<file path="src/rtl/lock_pkg.sv">
// rtl/lock_pkg.sv - shared state type, segment patterns and BCD decoder for the lock
package lock_pkg;

  typedef enum logic [2:0] {
    ST_ENTRY   = 3'd0,
    ST_OPEN    = 3'd1,
    ST_FAIL    = 3'd2,
    ST_LOCKOUT = 3'd3,
    ST_SET     = 3'd4
  } state_t;

  // Active-low {dp,g,f,e,d,c,b,a}; clearing bit 7 lights the decimal point.
  localparam logic [7:0] SEG_BLANK  = 8'hFF;
  localparam logic [7:0] SEG_O      = 8'hC0;
  localparam logic [7:0] SEG_P      = 8'h8C;
  localparam logic [7:0] SEG_E      = 8'h86;
  localparam logic [7:0] SEG_N      = 8'hAB;
  localparam logic [7:0] SEG_R      = 8'hAF;
  localparam logic [7:0] SEG_DASH   = 8'hBF;
  localparam logic [7:0] SEG_DP_ON  = 8'h7F;

  // Whole-display messages, leftmost digit in the top byte.
  localparam logic [31:0] MSG_OPEN = {SEG_O, SEG_P, SEG_E, SEG_N};
  localparam logic [31:0] MSG_ERR  = {SEG_E, SEG_R, SEG_R, SEG_BLANK};
  localparam logic [31:0] MSG_DASH = {4{SEG_DASH}};
  localparam logic [31:0] MSG_OFF  = {4{SEG_BLANK}};

  function automatic logic [7:0] bcd_to_seg(input logic [3:0] d);
    logic [7:0] s;
    case (d)
      4'd0:    s = 8'hC0;
      4'd1:    s = 8'hF9;
      4'd2:    s = 8'hA4;
      4'd3:    s = 8'hB0;
      4'd4:    s = 8'h99;
      4'd5:    s = 8'h92;
      4'd6:    s = 8'h82;
      4'd7:    s = 8'hF8;
      4'd8:    s = 8'h80;
      4'd9:    s = 8'h90;
      default: s = SEG_BLANK;
    endcase
    return s;
  endfunction

endpackage

</file>
<file path="src/rtl/button_edge.sv">
// rtl/button_edge.sv - two-flop synchronizer plus rising-edge one-cycle pulse
module button_edge (
  input  logic clk_100Hz,
  input  logic rst,
  input  logic btn,
  output logic pulse
);

  logic sync1;
  logic sync2;
  logic prev;

  // Bring the raw button into the clock domain and keep one cycle of history.
  always_ff @(posedge clk_100Hz or posedge rst) begin
    if (rst) begin
      sync1 <= 1'b0;
      sync2 <= 1'b0;
      prev  <= 1'b0;
    end else begin
      sync1 <= btn;
      sync2 <= sync1;
      prev  <= sync2;
    end
  end

  // A held button yields exactly one pulse on its rising edge.
  assign pulse = sync2 & ~prev;

endmodule

</file>
<file path="src/rtl/lock_controller.sv">
// rtl/lock_controller.sv - code entry, lock state machine and segment drive
module lock_controller
  import lock_pkg::*;
#(
  parameter logic [15:0] DEFAULT_CODE  = 16'h1234,
  parameter int          MAX_TRIES     = 3,
  parameter int          UNLOCK_TICKS  = 500,
  parameter int          FAIL_TICKS    = 100,
  parameter int          LOCKOUT_TICKS = 1000,
  parameter int          BLINK_HALF    = 25
) (
  input  logic       clk_100Hz,
  input  logic       rst,
  input  logic       btn_inc,
  input  logic       btn_next,
  input  logic       btn_enter,
  output logic [7:0] digit0,
  output logic [7:0] digit1,
  output logic [7:0] digit2,
  output logic [7:0] digit3,
  output logic       unlocked,
  output logic       alarm
);

  // Timers load T-1 on entry and leave the state when they read zero,
  // which lands the exit on the T-th edge after entry.
  localparam logic [9:0] UNLOCK_LOAD  = 10'(UNLOCK_TICKS - 1);
  localparam logic [9:0] FAIL_LOAD    = 10'(FAIL_TICKS - 1);
  localparam logic [9:0] LOCKOUT_LOAD = 10'(LOCKOUT_TICKS - 1);
  localparam logic [2:0] TRIES_LIMIT  = 3'(MAX_TRIES);
  localparam logic [1:0] CURSOR_LEFT  = 2'd3;
  localparam int         BLINK_W      = (BLINK_HALF > 2) ? $clog2(BLINK_HALF) : 1;
  localparam logic [BLINK_W-1:0] BLINK_LAST = BLINK_W'(BLINK_HALF - 1);

  state_t       state;
  state_t       state_next;
  logic [15:0]  entered;
  logic [15:0]  entered_next;
  logic [15:0]  code;
  logic [15:0]  code_next;
  logic [1:0]   cursor;
  logic [1:0]   cursor_next;
  logic [1:0]   tries;
  logic [1:0]   tries_next;
  logic [9:0]   timer;
  logic [9:0]   timer_next;
  logic [BLINK_W-1:0] blink_cnt;
  logic         blink_on;

  logic         inc_p;
  logic         next_p;
  logic         enter_p;
  logic [3:0]   cur_digit;
  logic [3:0]   inc_digit;
  logic [2:0]   tries_inc;
  logic [31:0]  disp;

  button_edge u_edge_inc (
    .clk_100Hz (clk_100Hz),
    .rst       (rst),
    .btn       (btn_inc),
    .pulse     (inc_p)
  );

  button_edge u_edge_next (
    .clk_100Hz (clk_100Hz),
    .rst       (rst),
    .btn       (btn_next),
    .pulse     (next_p)
  );

  button_edge u_edge_enter (
    .clk_100Hz (clk_100Hz),
    .rst       (rst),
    .btn       (btn_enter),
    .pulse     (enter_p)
  );

  assign cur_digit = entered[{cursor, 2'b00} +: 4];
  assign inc_digit = (cur_digit >= 4'd9) ? 4'd0 : cur_digit + 4'd1;
  assign tries_inc = {1'b0, tries} + 3'd1;

  // State and datapath registers.
  always_ff @(posedge clk_100Hz or posedge rst) begin
    if (rst) begin
      state   <= ST_ENTRY;
      entered <= 16'h0000;
      code    <= DEFAULT_CODE;
      cursor  <= CURSOR_LEFT;
      tries   <= 2'd0;
      timer   <= 10'd0;
    end else begin
      state   <= state_next;
      entered <= entered_next;
      code    <= code_next;
      cursor  <= cursor_next;
      tries   <= tries_next;
      timer   <= timer_next;
    end
  end

  // Free-running blink phase, starting in the "on" half after reset.
  always_ff @(posedge clk_100Hz or posedge rst) begin
    if (rst) begin
      blink_cnt <= '0;
      blink_on  <= 1'b1;
    end else if (blink_cnt == BLINK_LAST) begin
      blink_cnt <= '0;
      blink_on  <= ~blink_on;
    end else begin
      blink_cnt <= blink_cnt + BLINK_W'(1);
    end
  end

  // Next-state and register updates; enter outranks next, which outranks inc.
  always_comb begin
    state_next   = state;
    entered_next = entered;
    code_next    = code;
    cursor_next  = cursor;
    tries_next   = tries;
    timer_next   = (timer != 10'd0) ? timer - 10'd1 : timer;

    case (state)
      ST_ENTRY: begin
        if (enter_p) begin
          entered_next = 16'h0000;
          cursor_next  = CURSOR_LEFT;
          if (entered == code) begin
            state_next = ST_OPEN;
            tries_next = 2'd0;
            timer_next = UNLOCK_LOAD;
          end else if (tries_inc == TRIES_LIMIT) begin
            state_next = ST_LOCKOUT;
            tries_next = 2'd0;
            timer_next = LOCKOUT_LOAD;
          end else begin
            state_next = ST_FAIL;
            tries_next = tries_inc[1:0];
            timer_next = FAIL_LOAD;
          end
        end else if (next_p) begin
          cursor_next = cursor - 2'd1;
        end else if (inc_p) begin
          entered_next[{cursor, 2'b00} +: 4] = inc_digit;
        end
      end

      ST_OPEN: begin
        // Expiry wins over a simultaneous next so the lock never lingers open.
        if (timer == 10'd0 || enter_p) begin
          state_next   = ST_ENTRY;
          entered_next = 16'h0000;
          cursor_next  = CURSOR_LEFT;
        end else if (next_p) begin
          state_next   = ST_SET;
          entered_next = code;
          cursor_next  = CURSOR_LEFT;
        end
      end

      ST_SET: begin
        if (enter_p) begin
          code_next    = entered;
          state_next   = ST_ENTRY;
          entered_next = 16'h0000;
          cursor_next  = CURSOR_LEFT;
        end else if (next_p) begin
          cursor_next = cursor - 2'd1;
        end else if (inc_p) begin
          entered_next[{cursor, 2'b00} +: 4] = inc_digit;
        end
      end

      ST_FAIL, ST_LOCKOUT: begin
        if (timer == 10'd0) begin
          state_next = ST_ENTRY;
        end
      end

      default: begin
        state_next   = ST_ENTRY;
        entered_next = 16'h0000;
        cursor_next  = CURSOR_LEFT;
      end
    endcase
  end

  // Segment patterns derived from registered state; dp marks the cursor (all digits in SET).
  always_comb begin
    disp = MSG_OFF;
    for (int i = 0; i < 4; i++) begin
      case (state)
        ST_ENTRY, ST_SET: begin
          disp[i*8 +: 8] = bcd_to_seg(entered[i*4 +: 4]);
          if (state == ST_SET || cursor == 2'(i)) begin
            disp[i*8 +: 8] = disp[i*8 +: 8] & SEG_DP_ON;
          end
          if (cursor == 2'(i) && !blink_on) begin
            disp[i*8 +: 8] = SEG_BLANK;
          end
        end
        ST_OPEN:    disp[i*8 +: 8] = MSG_OPEN[i*8 +: 8];
        ST_FAIL:    disp[i*8 +: 8] = MSG_ERR[i*8 +: 8];
        ST_LOCKOUT: disp[i*8 +: 8] = blink_on ? MSG_DASH[i*8 +: 8] : SEG_BLANK;
        default:    disp[i*8 +: 8] = SEG_BLANK;
      endcase
    end
  end

  assign digit0   = disp[7:0];
  assign digit1   = disp[15:8];
  assign digit2   = disp[23:16];
  assign digit3   = disp[31:24];
  assign unlocked = (state == ST_OPEN);
  assign alarm    = (state == ST_LOCKOUT);

endmodule

</file>
<file path="config.mk">
export PLATFORM = sky130hd
export DESIGN_NAME = lock_controller
export DESIGN_NICKNAME = d
export VERILOG_FILES = /design/src/rtl/lock_pkg.sv /design/src/rtl/button_edge.sv /design/src/rtl/lock_controller.sv
export SDC_FILE = /design/constraint.sdc
export NUM_CORES = 1
export LEC_CHECK = 0
export BUFFER_PORTS_ARGS = -buffer_cell sky130_fd_sc_hd__buf_2
export CAP_MARGIN = 20
export CORE_AREA = 2 2 91 93
export DETAILED_ROUTE_END_ITERATION = 10
export DIE_AREA = 0 0 93 95
export PLACE_DENSITY = 0.79
export SKIP_CTS_REPAIR_TIMING = 1
export SLEW_MARGIN = 10
export SYNTH_ARGS = -nofsm -noshare
export SYNTH_HDL_FRONTEND = slang
export SYNTH_SLANG_ARGS = --single-unit
export TNS_END_PERCENT = 1
</file>
<file path="constraint.sdc">
create_clock -name clk_100Hz -period 3.9 [get_ports clk_100Hz]
set_clock_uncertainty 0.15 [all_clocks]
set_input_delay 0.195 -clock clk_100Hz [delete_from_list [all_inputs] [get_ports clk_100Hz]]
set_output_delay 0.195 -clock clk_100Hz [all_outputs]
set_load 0.02 [all_outputs]
</file>
# [Word level (Yosys, flattened, before mapping)]
# Memory sizes are Yosys's and may differ from the RTL's.
# Index checks and enable logic that the tools add are counted.
[totals] memories=4 regBits=64 wordCells=119 latch_bits=0 romBits=448 ram_bits=0
[classes] div=0 n_lt_le_gt_ge=1 n_eq_ne=17 n_mul=0 shift=3 n_addsub=6 mux=42 bitwise_logic=8 reduce_logical=21
[memory_table] name="(no name shown)" depth=16 word_bits=7 read_ports=1 rd_ports_with_merged_regs=0 wr=0 line_no="lock_pkg.sv:30" text="case (d)"
[memory_table] name="(no name shown)" depth=16 word_bits=7 read_ports=1 rd_ports_with_merged_regs=0 wr=0 line_no="lock_pkg.sv:30"
[memory_table] name="(no name shown)" depth=16 word_bits=7 read_ports=1 rd_ports_with_merged_regs=0 wr=0 line_no="lock_pkg.sv:30"
[memory_table] name="(no name shown)" depth=16 word_bits=7 read_ports=1 rd_ports_with_merged_regs=0 wr=0 line_no="lock_pkg.sv:30"
[op_table] cell="8-bit case mux with 4 select lines" n=3
[op_table] cell="16-bit 2-to-1 mux" n=5
[op_table] cell="8-bit 2-to-1 mux" n=8
[op_table] cell="10-bit 2-to-1 mux" n=5
[op_table] cell="16-bit case mux with 3 select lines" n=1
[op_table] cell="8-bit case mux with 3 select lines" n=1
[op_table] cell="16-bit bitwise mux" n=1
[op_table] cell="16-bit == test" n=1
[op_table] cell="4-bit by 6-bit variable shift with 16-bit output (first input constant)" n=1
[op_table] cell="16-bit by 5-bit indexed part select with 4-bit output" n=1
[op_table] cell="4-bit by 6-bit indexed part select with 16-bit output" n=1
[op_table] cell="3-bit 2-to-1 mux" n=5
[op_table] cell="2-bit 2-to-1 mux" n=7
[op_table] cell="3-bit case mux with 4 select lines" n=1
[op_table] cell="10-bit logical NOT" n=1
[op_table] cell="10-bit nonzero test" n=1
[op_table] cell="10-bit by 1-bit subtractor with 10-bit output (second input constant)" n=1
[op_table] cell="3-bit by 2-bit == test with 1-bit output (second input constant)" n=3
[op_table] cell="3-bit by 1-bit inequality test with 1-bit output (second input constant)" n=3
[op_table] cell="4-bit AND reduction" n=2
[op_table] cell="7-bit 2-to-1 mux" n=1
[op_table] cell="2-bit inequality test (second input constant)" n=3
[op_table] cell="4-bit negator with 6-bit output" n=1
[op_table] cell="2-bit case mux with 3 select lines" n=1
[op_table] cell="24 further kinds" n=40

# [Logic depth before layout (Yosys ltp)]
# Gate-level depths: netlist of run 1.
[depth] ltp_word=9 mapped_depth=9

# [Modules after synthesis]
# From an unflattened synthesis of run 1, not the netlist that was laid out.
[unflattened] hier_cells=526 hier_area_um2=4673.2
[by_module_without_submodules] mod="lock_controller" seq_area_each_um2=1386.3 area_per_inst_um2=4395.5 n_inst=1 cells_per_inst=511
[by_module_without_submodules] mod="button_edge" seq_area_each_um2=75.1 area_per_inst_um2=92.6 n_inst=3 cells_per_inst=5

# [Least setup slack after synthesis of run 1]
# OpenSTA, ideal clock, no wires.
[synth_timing] kind="register -> register" start="reg cursor[0]" end="reg entered[10]" required_time_ns=3.663 n_path_buf=1 setup_time_ns=0.087 stages_incl_launch_ff=9 arrival_ns=2.351 setup_slack_ns=1.312 period_less_slack_ns=2.588 cell_sequence="dfstp_2 -> buf_2 -> mux4_2 -> ha_1 -> nand2b_1 -> and3_1 -> a311oi_2 -> a21oi_1 -> o211ai_1"
[synth_via] elab_chain_len=9 word_cells_on_any_way=12
[synth_lines] element="start, declared" line_no="lock_controller.sv:41" text="logic [1:0] cursor;"
[synth_lines] element="start signal, assigned" line_no="lock_controller.sv:96" text="cursor <= cursor_next;"
[synth_lines] element="16-bit by 5-bit indexed part select with 4-bit output" line_no="lock_controller.sv:79" text="assign cur_digit = entered[{cursor, 2'b00} +: 4];"
[synth_lines] element="4-bit by 1-bit adder with 4-bit output or 4-bit >= comparator (tied branches)" line_no="lock_controller.sv:80" text="assign inc_digit = (cur_digit >= 4'd9) ? 4'd0 : cur_digit + 4'd1;"
[synth_lines] element="4-bit 2-to-1 mux" line_no="lock_controller.sv:80"
[synth_lines] element="4-bit by 6-bit indexed part select with 16-bit output" line_no="lock_controller.sv:145, lock_controller.sv:171"
[synth_lines] element="16-bit bitwise mux (*)" line_no="lock_controller.sv:145, lock_controller.sv:171"
[synth_lines] element="16-bit 2-to-1 mux (*)" line_no="lock_controller.sv:144, lock_controller.sv:170"
[synth_lines] element="16-bit 2-to-1 mux (*)" line_no="lock_controller.sv:142" text="end else if (next_p) begin"
[synth_lines] element="16-bit 2-to-1 mux (*)" line_no="lock_controller.sv:163" text="if (enter_p) begin"
[synth_lines] element="16-bit case mux with 3 select lines (*)" line_no="lock_controller.sv:124" text="case (state)"
[synth_lines] element="end signal, assigned" line_no="lock_controller.sv:94" text="entered <= entered_next;"
[synth_lines] element="end, declared" line_no="lock_controller.sv:37" text="logic [15:0] entered;"
# Mark *: on every way between the ends. The rest lies on a longest branch, timed or not. The select of a mux whose other input is x is not followed.
# A chain may end at the register's enable or synchronous reset.

# [Worst setup path in the final report of run 1]
[layout_timing] start="reg cursor[0]" end="out digit0[6]"
[layout_via] elab_chain_len=4
[layout_lines] element="2-bit logical NOT" line_no="lock_controller.sv:199" text="if (cursor == 2'(i) && !blink_on) begin"
[layout_lines] element="1-bit logical AND" line_no="lock_controller.sv:199"
[layout_lines] element="8-bit 2-to-1 mux" line_no="lock_controller.sv:199"
[layout_lines] element="8-bit case mux with 3 select lines" line_no="lock_controller.sv:193" text="case (state)"
[layout_lines] element="end, declared" line_no="lock_controller.sv:17" text="output logic [7:0] digit0,"
# Every way passes these cells.

==> flow_metrics.py, run 1 <==
metrics = {
    "outcome": {
        "run_status": "finished clean",
    },
    "power": {
        "pwr-share-comb": 0.555,
        "p_leak_uw": 0.00226,
        "power_frac_clock": 0.169,
        "p_int_uw": 1700,
        "power_density_nw_per_um2": 662,
        "power_uw": 3350,
        "vdd_ir_drop_max_uv": 650,
        "net-switching-power_uw": 1650,
        "switching_share": 0.493,
        "seq_power_share": 0.276,
    },
    "logic_synthesis": {
        "synth_cell_types": 53,
        "yosys.area.top_type_share": 0.304,
        "syn_nets": 569,
        "synth_cells": 530,
        "synthTopCellsByCount": "56 x dfrtp_1, 52 x nand2_1, 44 x a21oi_1",
        "avgSynthCellArea_sq_um": 8.69,
        "synth_seq_area_share": 0.350,
        "synth.most_common_cell": "dfrtp_1",
        "synthesis.area_sq_um": 4610,
        "ys_warn_count": 0,
        "synth_top_area_cell": "dfrtp_1",
        "async_flop_share": 1.00,
        "synthFlopType": "dfrtp_1",
        "ys_top_cells_by_area": "dfrtp_1 30%, ha_1 9.2%, a21oi_1 4.8%",
        "ys_seq_elements": 64,
        "synth_edf_count": 0,
    },
    "setup_path": {
        "cpPeakStageDelay_ns": 0.75,
        "critPathMaxFanout": 19,
        "ff2ff_path_depth": 7,
        "r2r_end": "entered[10]",
        "crit_end": "digit0[6]",
        "start_kind": "register",
        "reg2reg_from": "cursor[0]",
        "cp_data_required_time_ns": 3.56,
        "worstSetupStartpoint": "cursor[0]",
        "rrSetupSlack_ns": 1.04,
        "path_class": "register to primary output",
        "crit_chain": "inv_1 -> ha_1 -> a21oi_1 -> o21a_1 -> o21a_1 -> a21oi_1 -> buf_2",
        "arrival_ns": 2.68,
        "cpMaxStageDelayCell": "dfstp_2",
        "endpoint_kind": "primary output",
    },
    "global_route": {
        "grt.total_usage": 0.275,
        "grt_pass1_wl_mm": 18.9,
        "antenna_found_initial": 0,
        "grt_pass1_vias": 3718,
        "grt_overflow": 0,
        "grt_max_degree": 34,
    },
    "detailed_routing": {
        "viasPerCell": 5.93,
        "wl_per_cell_um": 17.0,
        "num_vias": 3951,
        "drt_first_pass_iters": 5,
        "wl_mm": 11.3,
        "detail-route-antenna-nets": 0,
        "drc": 0,
        "drt_iter0_drc": 373,
    },
    "die": {
        "boundaryPins": 39,
        "core_sq_um": 7930,
        "die_w_um": 93,
        "num_rows": 33,
        "fp.dieH_um": 95,
        "start_util": 0.581,
        "die_area_sq_um": 8840,
    },
    "clock_tree": {
        "clkSlewWorstSetupHoldPaths_ns": 0.07,
        "worstSkewPairLatency_ns": 0.36,
        "clockRootBuffer": "clkbuf_8",
        "cts_tree": "done",
        "cts-htree-levels": 3,
        "cts.sinks": 64,
        "clockBufferDepth": 2,
        "cts_buffers": 9,
    },
    "sta": {
        "slew_violations": 0,
        "tightest_slew_ns": 0.708,
        "rsz0062_at_grt": "no",
        "setup-violations-final": 0,
        "hold_viol_final": 0,
        "fin_crit_sh": 0.775,
        "fin_setup_tns_ns": 0,
        "fin_crit_ns": 3.02,
        "slew_headroom": 0.524,
        "max_freq_mhz": 331,
    },
    "run": {
        "drv_cap": 0,
    },
    "finish": {
        "drive_above_1_share": 0.162,
        "fin_area_sq_um": 5060,
        "n_antenna_cell": 0,
        "area_growth_syn_to_layout_pct": 9.92,
        "fillers": 699,
        "fin_nets": 595,
    },
    "placement": {
        "gp_congestion": 0.902,
        "dp_hpwl_mm": 8.30,
        "port_buffers": 38,
        "placed_area_sq_um": 4830,
    },
    "min_path": {
        "hold_path_class": "register to register",
        "min_from": "u_edge_enter.sync1",
    },
}
-- how the worst min path moves through the flow --
stage	to	slack [ns]	cells past startpoint
final	u_edge_enter.sync2	0.20	0
after global routing	u_edge_enter.sync2	0.20	0
after CTS	u_edge_inc.sync1	-0.21	1
after detailed placement	u_edge_enter.sync1	0.15	1
after global placement	u_edge_inc.sync1	0.15	1
after floorplan	u_edge_enter.sync1	0.08	0
-- routing by layer --
layer | track usage | share of wire | vias to the layer above
li1 | - | - | 1915
met1 | 0.382 | 0.45 | 1878
met2 | 0.439 | 0.48 | 134
met3 | 0.0495 | 0.053 | 24
met4 | 0.0882 | 0.020 | 0
met5 | 0 | 0 | -
-- metrics by stage --
| step | setup slack (ns) | hold WS [ns] | utilization | cells |
|---|---|---|---|---|
| after floorplan | 1.31 | 0.0764 | - | 530 |
| after global placement | 1.16 | 0.153 | 0.610 | 646 |
| after detailed placement | 1.11 | 0.155 | 0.610 | 646 |
| after CTS | 0.890 | -0.210 | 0.634 | 662 |
| after global routing | 0.792 | 0.202 | 0.639 | 666 |
| final | 0.877 | 0.196 | 0.639 | 666 |
-- sequential cells by signal, summed over array words and instances (netlist names) --
signal	flops
u_edge_inc.sync2	1
u_edge_inc.sync1	1
state	3
entered	16
tries	2
u_edge_next.prev	1
u_edge_enter.sync1	1
timer	10
blink_on	1
u_edge_enter.prev	1
u_edge_next.sync2	1
cursor	2
u_edge_enter.sync2	1
code	16
u_edge_next.sync1	1
u_edge_inc.prev	1
blink_cnt	5
-- cells by family after synthesis --
logic type,Yosys count,synth area share
AOI/OAI and AO/OA,136,0.186
adders and majority gates,34,0.0924
DFF,64,0.350
buffers and inverters,57,0.0489
xor gates and xnor gates,27,0.0513
and+or+nand+nor,189,0.208
muxes,23,0.0641
-- worst max-delay path, delay by kind of cell, from the launching register on --
family,cells,cell delay (ns)
flops,1,0.75
fa+ha+maj,1,0.31
buf+inv,2,0.34
compound gates,4,0.93
-- final cells by class --
class                      instances  area (sq um)  area share
multi-input combinational        409          2770       0.548
sequential                        64          1610       0.318
timing repair buffer              46           260      0.0514
clock buffer                      11           131      0.0260
tap                              105           131      0.0260
inverter                          26          97.6      0.0193
clock inverter                     5          56.3      0.0111
-- power groups by stage --
| stage | combinational [uW] | clock, uW | sequential, uW |
|---|---|---|---|
| global placement | 1820 | 0 | 932 |
| finish | 1860 | 566 | 926 |
| detailed placement | 1840 | 0 | 935 |
| floorplan | 1390 | 0 | 842 |
| CTS | 1850 | 575 | 923 |
| global route | 2030 | 601 | 950 |
-- layout by cell type, fill, tap and decap left out, types with 5 or more instances in the layout --
cell,instances
dfrtp_1,56
nand2_1,52
a21oi_1,44
nor2_1,42
o21ai_0,39
buf_2,38
ha_1,34
inv_1,25
xor2_1,21
nand3_1,18
nand2b_1,18
o211ai_1,13
mux2_2,12
nor2b_1,11
nor3_1,11
nor4_1,10
clkbuf_8,9
dfstp_2,8
mux2i_1,7
nor3b_1,6
xnor2_1,6
o221ai_1,5
Note: power is estimated with default switching activity, not from simulation.
==> run 2, diff against run 1 <==
ABC_AREA = 1   (was default)
CORE_AREA = 2 2 95 97   (was 2 2 91 93)
DIE_AREA = 0 0 97 99   (was 0 0 93 95)
PLACE_DENSITY = 0.76   (was 0.79)
clock period = 2.7 ns   (was 3.9 ns; I/O delays follow)
==> run 2 against run 1 <==
  * Global-route usage is 1.7 points lower
  * Critical path depth rose by 1
  * Clock-buffer cell count down 1
  * Critical path type unchanged
  * Largest power group unchanged
  * Highest routed layer unchanged
==> flow_metrics.py, run 2 <==
metrics = {
    "outcome": {
        "run_status": "finished clean",
    },
    "setup_path": {
        "crit_chain": "inv_2 -> ha_1 -> a21oi_2 -> inv_1 -> nor2_4 -> o21ai_1 -> a22o_1 -> buf_2",
        "start_kind": "register",
        "ff2ff_path_depth": 13,
        "arrival_ns": 2.25,
        "path_class": "register to primary output",
        "critPathMaxFanout": 14,
        "cp_data_required_time_ns": 2.41,
        "cpPeakStageDelay_ns": 0.59,
        "reg2reg_from": "timer[0]",
        "rrSetupSlack_ns": 0.21,
        "cpMaxStageDelayCell": "dfstp_2",
        "endpoint_kind": "primary output",
        "r2r_end": "entered[7]",
    },
    "logic_synthesis": {
        "avgSynthCellArea_sq_um": 7.20,
        "ys_seq_elements": 64,
        "synth_top_area_cell": "dfrtp_1",
        "synthAdderAreaFrac": 0.0928,
        "yosys.area.top_type_share": 0.306,
        "synthFlopType": "dfrtp_1",
        "yosys.area_share.xor_xnor": 0.0382,
        "synth_cells": 636,
        "synth-simple-area-share": 0.280,
        "synthesis.area_sq_um": 4580,
        "async_flop_share": 1.00,
        "ys_top_cells_by_area": "dfrtp_1 31%, nand2_1 14%, ha_1 9.3%",
        "ys_warn_count": 0,
        "syn_nets": 675,
        "muxShareOfSynthArea": 0,
        "synth_compound_area_frac": 0.149,
        "synth.most_common_cell": "nand2_1",
        "synth_edf_count": 0,
        "synth_cell_types": 41,
        "synth_seq_area_share": 0.352,
        "synth_top_family_by_area": "simple AND/OR/NAND/NOR gates",
        "synthTopCellsByCount": "169 x nand2_1, 75 x inv_1, 62 x o21ai_0",
    },
    "clock_tree": {
        "cts-htree-levels": 3,
        "cts_tree": "done",
        "clkSlewWorstSetupHoldPaths_ns": 0.08,
        "worstSkewPairLatency_ns": 0.36,
        "clockBufferDepth": 2,
        "cts.sinks": 64,
        "cts_buffers": 9,
        "clockRootBuffer": "clkbuf_8",
    },
    "detailed_routing": {
        "wl_per_cell_um": 15.5,
        "detail-route-antenna-nets": 0,
        "drc": 0,
        "num_vias": 4454,
        "drt_iter0_drc": 309,
        "wl_mm": 12.4,
        "viasPerCell": 5.58,
        "drt_first_pass_iters": 5,
    },
    "finish": {
        "reg.largest.list": "code: 16 flops, entered: 16 flops, timer: 10 flops",
        "fillers": 751,
        "postLayoutCoreUtil": 0.607,
        "multi_input_area_sq_um": 2580,
        "layout_common_cells": "169 x nand2_1, 73 x inv_1, 61 x o21ai_0, 56 x dfrtp_1, 54 x nor2_1",
        "n_antenna_cell": 0,
        "regArea_sq_um": 1610,
        "fin_nets": 724,
        "layoutNonFillerInstCount": 798,
        "area_growth_syn_to_layout_pct": 13.3,
        "mostFrequentLayoutCell": "nand2_1",
        "drive_above_1_share": 0.146,
    },
    "placement": {
        "dp_hpwl_mm": 8.79,
        "dp.cells": 772,
        "gp_congestion": 0.915,
        "port_buffers": 38,
        "place_ws_ns": 0.0113,
    },
    "die": {
        "num_rows": 34,
        "fp.dieH_um": 99,
        "die_w_um": 97,
        "die_area_sq_um": 9600,
        "core_sq_um": 8550,
        "start_util": 0.536,
        "boundaryPins": 39,
    },
    "sta": {
        "fin_crit_ns": 2.53,
        "slew_headroom": 0.489,
        "slew_violations": 0,
        "hold_viol_final": 0,
        "tightest_slew_ns": 0.766,
        "rsz0062_at_grt": "no",
        "setup-violations-final": 0,
        "fin_crit_sh": 0.939,
        "max_freq_mhz": 395,
        "finalWorstSetupSlack_ns": 0.166,
    },
    "global_route": {
        "grt.total_usage": 0.258,
        "grt_overflow": 0,
        "grt_pass1_vias": 4187,
        "grt_pass1_wl_mm": 20.0,
        "antenna_found_initial": 0,
        "grt_max_degree": 59,
    },
    "power": {
        "p_leak_uw": 0.00254,
        "power_density_nw_per_um2": 1110,
        "vdd_ir_drop_max_uv": 585,
        "power_uw": 5770,
    },
    "min_path": {
        "hold_path_class": "primary input to async pin",
    },
    "run": {
        "drv_cap": 0,
    },
}
## run 2: changes by cell type in the layout (fill, tap and decap cells not counted), moves of 10 or more
cell,before,now
xor2_1,21,4
nand4_1,3,13
o21ai_0,39,61
nand3_1,18,31
nand2b_1,18,0
nor2b_1,11,0
nor2_1,42,54
mux2_2,12,0
buf_4,4,14
a21oi_1,44,26
inv_1,25,73
xnor2_1,6,16
nand2_1,52,169
## run 2: layout make-up
cell class | instances | share of cell area
sequential | 64 | 0.311
inverter | 81 | 0.0593
clock inverter | 6 | 0.0133
timing repair buffer | 57 | 0.0685
multi-input combinational | 472 | 0.498
clock buffer | 10 | 0.0246
tap | 108 | 0.0260
## run 2: cells by family after synthesis
logic type | after synthesis
XOR/XNOR | 20
adder cells (fa/ha/maj) | 34
buffers and inverters | 100
AO/OA/AOI/OAI | 122
flip-flops | 64
AND/OR/NAND/NOR | 296
## run 2: metal layers
| metal | track usage | part of all wire | vias up |
|---|---|---|---|
| met5 | 0 | 0 | - |
| met4 | 0.126 | 0.040 | 0 |
| met3 | 0.0553 | 0.062 | 46 |
| met2 | 0.417 | 0.47 | 194 |
| met1 | 0.330 | 0.42 | 2056 |
| li1 | - | - | 2158 |
## run 2: per-stage QoR
| stage | area [sq um] | setup TNS (ns) | hold WS, ns |
|---|---|---|---|
| after floorplan | 4580 | 0 | 0.0164 |
| after global placement | 4870 | 0 | -0.128 |
| after detailed placement | 4870 | 0 | -0.125 |
| after CTS | 5070 | -0.134 | -0.511 |
| after global routing | 5190 | 0 | 0.0458 |
| final | 5190 | 0 | 0.0376 |
## run 2: worst max path at each step
stage               slack [ns]       from  cells past startpoint          end
global route             0.006  cursor[0]                     17   entered[8]
floorplan                 0.40  cursor[0]                     17  entered[10]
global placement          0.07   timer[0]                     12   entered[7]
finish                    0.17  cursor[0]                      8    digit0[6]
CTS                      -0.04  cursor[0]                      8    digit0[6]
detailed placement        0.01   timer[0]                     12   entered[7]
## run 2: power breakdown
group          total [uW]  switching, uW  internal [uW]
clock                 838            407            431
combinational        3480           2340           1140
sequential           1450            289           1160
## run 2: worst max-delay path: cells and delay by family (launching register included)
| kind | cells | cell delay [ns] |
|---|---|---|
| DFF | 1 | 0.59 |
| adders and majority gates | 1 | 0.25 |
| buffers and inverters | 3 | 0.38 |
| and+or+nand+nor | 1 | 0.16 |
| AOI/OAI and AO/OA | 3 | 0.52 |
==> run 3, diff against run 2 <==
clock period = 2.07 ns   (was 2.7 ns; I/O delays follow)
==> run 3 against run 2 <==
  * The flow now finishes with violations (negative setup slack)
  * Setup slack lost 0.50 ns
  * Sequential share of layout area shrank 3.0 points
  * Combinational power grew 58%
  * Non-clock buffer count grew 49
  * Utilization grew 6.4 points
  * Cell count grew 6.1%
  * Clock power grew 35%
  * Via count grew 6.5%
  * Power grew 46%
  * Die area is the same
  * Register-to-register slack lost 0.52 ns
  * Wire length grew 7.8%
  * Critical endpoint unchanged
  * Largest cell class unchanged
==> flow_metrics.py, run 3 (synthesis gave the netlist of run 2 again) <==
metrics = {
    "min_path": {
        "min_from": "u_edge_next.sync1",
        "worstHoldEndpoint": "u_edge_next.sync2",
        "holdPathStages": 0,
        "hold_path_class": "register to register",
    },
    "detailed_routing": {
        "num_vias": 4743,
        "wl_per_cell_um": 15.7,
        "viasPerCell": 5.60,
        "drt_first_pass_iters": 5,
        "wl_mm": 13.3,
        "detail-route-antenna-nets": 0,
        "drc": 0,
        "drt_iter0_drc": 414,
    },
    "power": {
        "seq_power_share": 0.217,
        "pwr-share-comb": 0.650,
        "power_uw": 8460,
        "switching_share": 0.506,
        "power_density_nw_per_um2": 1470,
        "p_leak_uw": 0.00281,
        "net-switching-power_uw": 4280,
        "p_int_uw": 4180,
        "vdd_ir_drop_max_uv": 960,
        "power_frac_clock": 0.133,
    },
    "setup_path": {
        "critPathMaxFanout": 8,
        "rrSetupSlack_ns": -0.31,
        "endpoint_kind": "primary output",
        "start_kind": "register",
        "path_class": "register to primary output",
        "r2r_end": "entered[14]",
        "worstSetupStartpoint": "cursor[0]",
        "ff2ff_path_depth": 17,
        "reg2reg_from": "cursor[0]",
        "arrival_ns": 2.15,
        "cp_data_required_time_ns": 1.82,
    },
    "sta": {
        "rsz0062_at_grt": "yes",
        "setup-violations-final": 47,
        "fin_crit_ns": 2.40,
        "slew_headroom": 0.567,
        "tightest_slew_ns": 0.645,
        "finalWorstSetupSlack_ns": -0.332,
        "max_freq_mhz": 416,
        "slew_violations": 0,
        "fin_crit_sh": 1.16,
        "holdWs_ns": 0.209,
        "hold_viol_final": 0,
    },
    "clock_tree": {
        "clockBufferDepth": 2,
        "worstSkewPairLatency_ns": 0.35,
        "cts_buffers": 9,
        "clkSlewWorstSetupHoldPaths_ns": 0.08,
        "cts.sinks": 64,
        "clockRootBuffer": "clkbuf_8",
        "cts-htree-levels": 3,
        "cts_tree": "done",
    },
    "die": {
        "die_w_um": 97,
        "fp.dieH_um": 99,
        "num_rows": 34,
        "boundaryPins": 39,
        "start_util": 0.536,
        "die_area_sq_um": 9600,
        "core_sq_um": 8550,
    },
    "global_route": {
        "grt_pass1_wl_mm": 21.7,
        "grtUsageMet2": 0.438,
        "grt_max_degree": 33,
        "grt.total_usage": 0.280,
        "top_usage_layer": "met2",
        "grt_pass1_vias": 4512,
        "antenna_found_initial": 0,
        "grt_overflow": 0,
        "grtUsageMet3": 0.0553,
        "gr-usage-met1": 0.376,
    },
    "finish": {
        "n_antenna_cell": 0,
        "layoutNonFillerInstCount": 847,
        "reg.largest.list": "code: 16 flops, entered: 16 flops, timer: 10 flops",
        "drive_above_1_share": 0.248,
        "mostFrequentLayoutCell": "nand2_1",
        "layout_common_cells": "164 x nand2_1, 69 x inv_1, 64 x buf_4, 56 x dfrtp_1, 47 x nor2_1",
        "fin_nets": 773,
        "area_growth_syn_to_layout_pct": 25.2,
        "regArea_sq_um": 1610,
        "multi_input_area_sq_um": 2720,
        "fillers": 698,
    },
    "placement": {
        "dp.cells": 821,
        "place_ws_ns": -0.189,
        "dp_hpwl_mm": 9.55,
        "gp_congestion": 0.930,
        "port_buffers": 38,
    },
    "run": {
        "drv_cap": 0,
    },
    "outcome": {
        "run_status": "complete, but fails checks",
        "violations": "negative setup slack",
    },
}
[run 3: cell types whose count changed in the layout (fill, tap and decap cells not counted), moves of 6 or more]
cell,before,now
o21ai_1,6,19
buf_6,0,6
buf_2,38,31
o21ai_0,61,46
nor2_2,1,7
buf_4,14,64
nor2_1,54,47
[run 3: worst max path at each step]
stage / end / cells after the start
2_1_floorplan: entered[14] / 19
3_3_place_gp: entered[8] / 17
3_5_place_dp: entered[8] / 17
4_1_cts: digit0[6] / 9
5_1_grt: entered[4] / 15
6_report: digit0[6] / 9
[run 3: critical path: stages, from the launching register on]
cell and delay, ns:
dfstp_2 0.63, inv_4 0.09, ha_4 0.18, a21oi_2 0.11
buf_4 0.13, inv_1 0.06, nor2_4 0.13, o21ai_2 0.10
a22o_1 0.21, buf_2 0.16
[run 3: layer usage]
metal / routed length, um / vias to the layer above
li1: - / 2251
met1: 5500 / 2199
met2: 6300 / 241
met3: 1020 / 52
met4: 512 / 0
met5: 0 / -
[run 3: metrics by stage]
step           cell area [sq um]  TNS [ns]  utilization
2_1_floorplan               4600    -0.914            -
3_3_place_gp                5270    -0.488        0.616
3_5_place_dp                5270     -2.75        0.616
4_1_cts                     5470    -11.74        0.640
5_1_grt                     5740    -14.02        0.671
6_report                    5740     -9.66        0.671
[run 3: power by group through the flow]
stage | sequential [uW] | clock, uW | combinational [uW]
after floorplan | 1730 | 0 | 3260
after global placement | 1820 | 0 | 4780
after detailed placement | 1830 | 0 | 4870
after CTS | 1800 | 1130 | 4920
after global routing | 1870 | 1190 | 5980
final | 1840 | 1130 | 5490
[run 3: layout make-up]
cell class	count	area share
clock buffer	10	0.0240
multi-input combinational	472	0.473
inverter	81	0.0534
tap	108	0.0236
timing repair buffer	106	0.133
sequential	64	0.281
clock inverter	6	0.0116
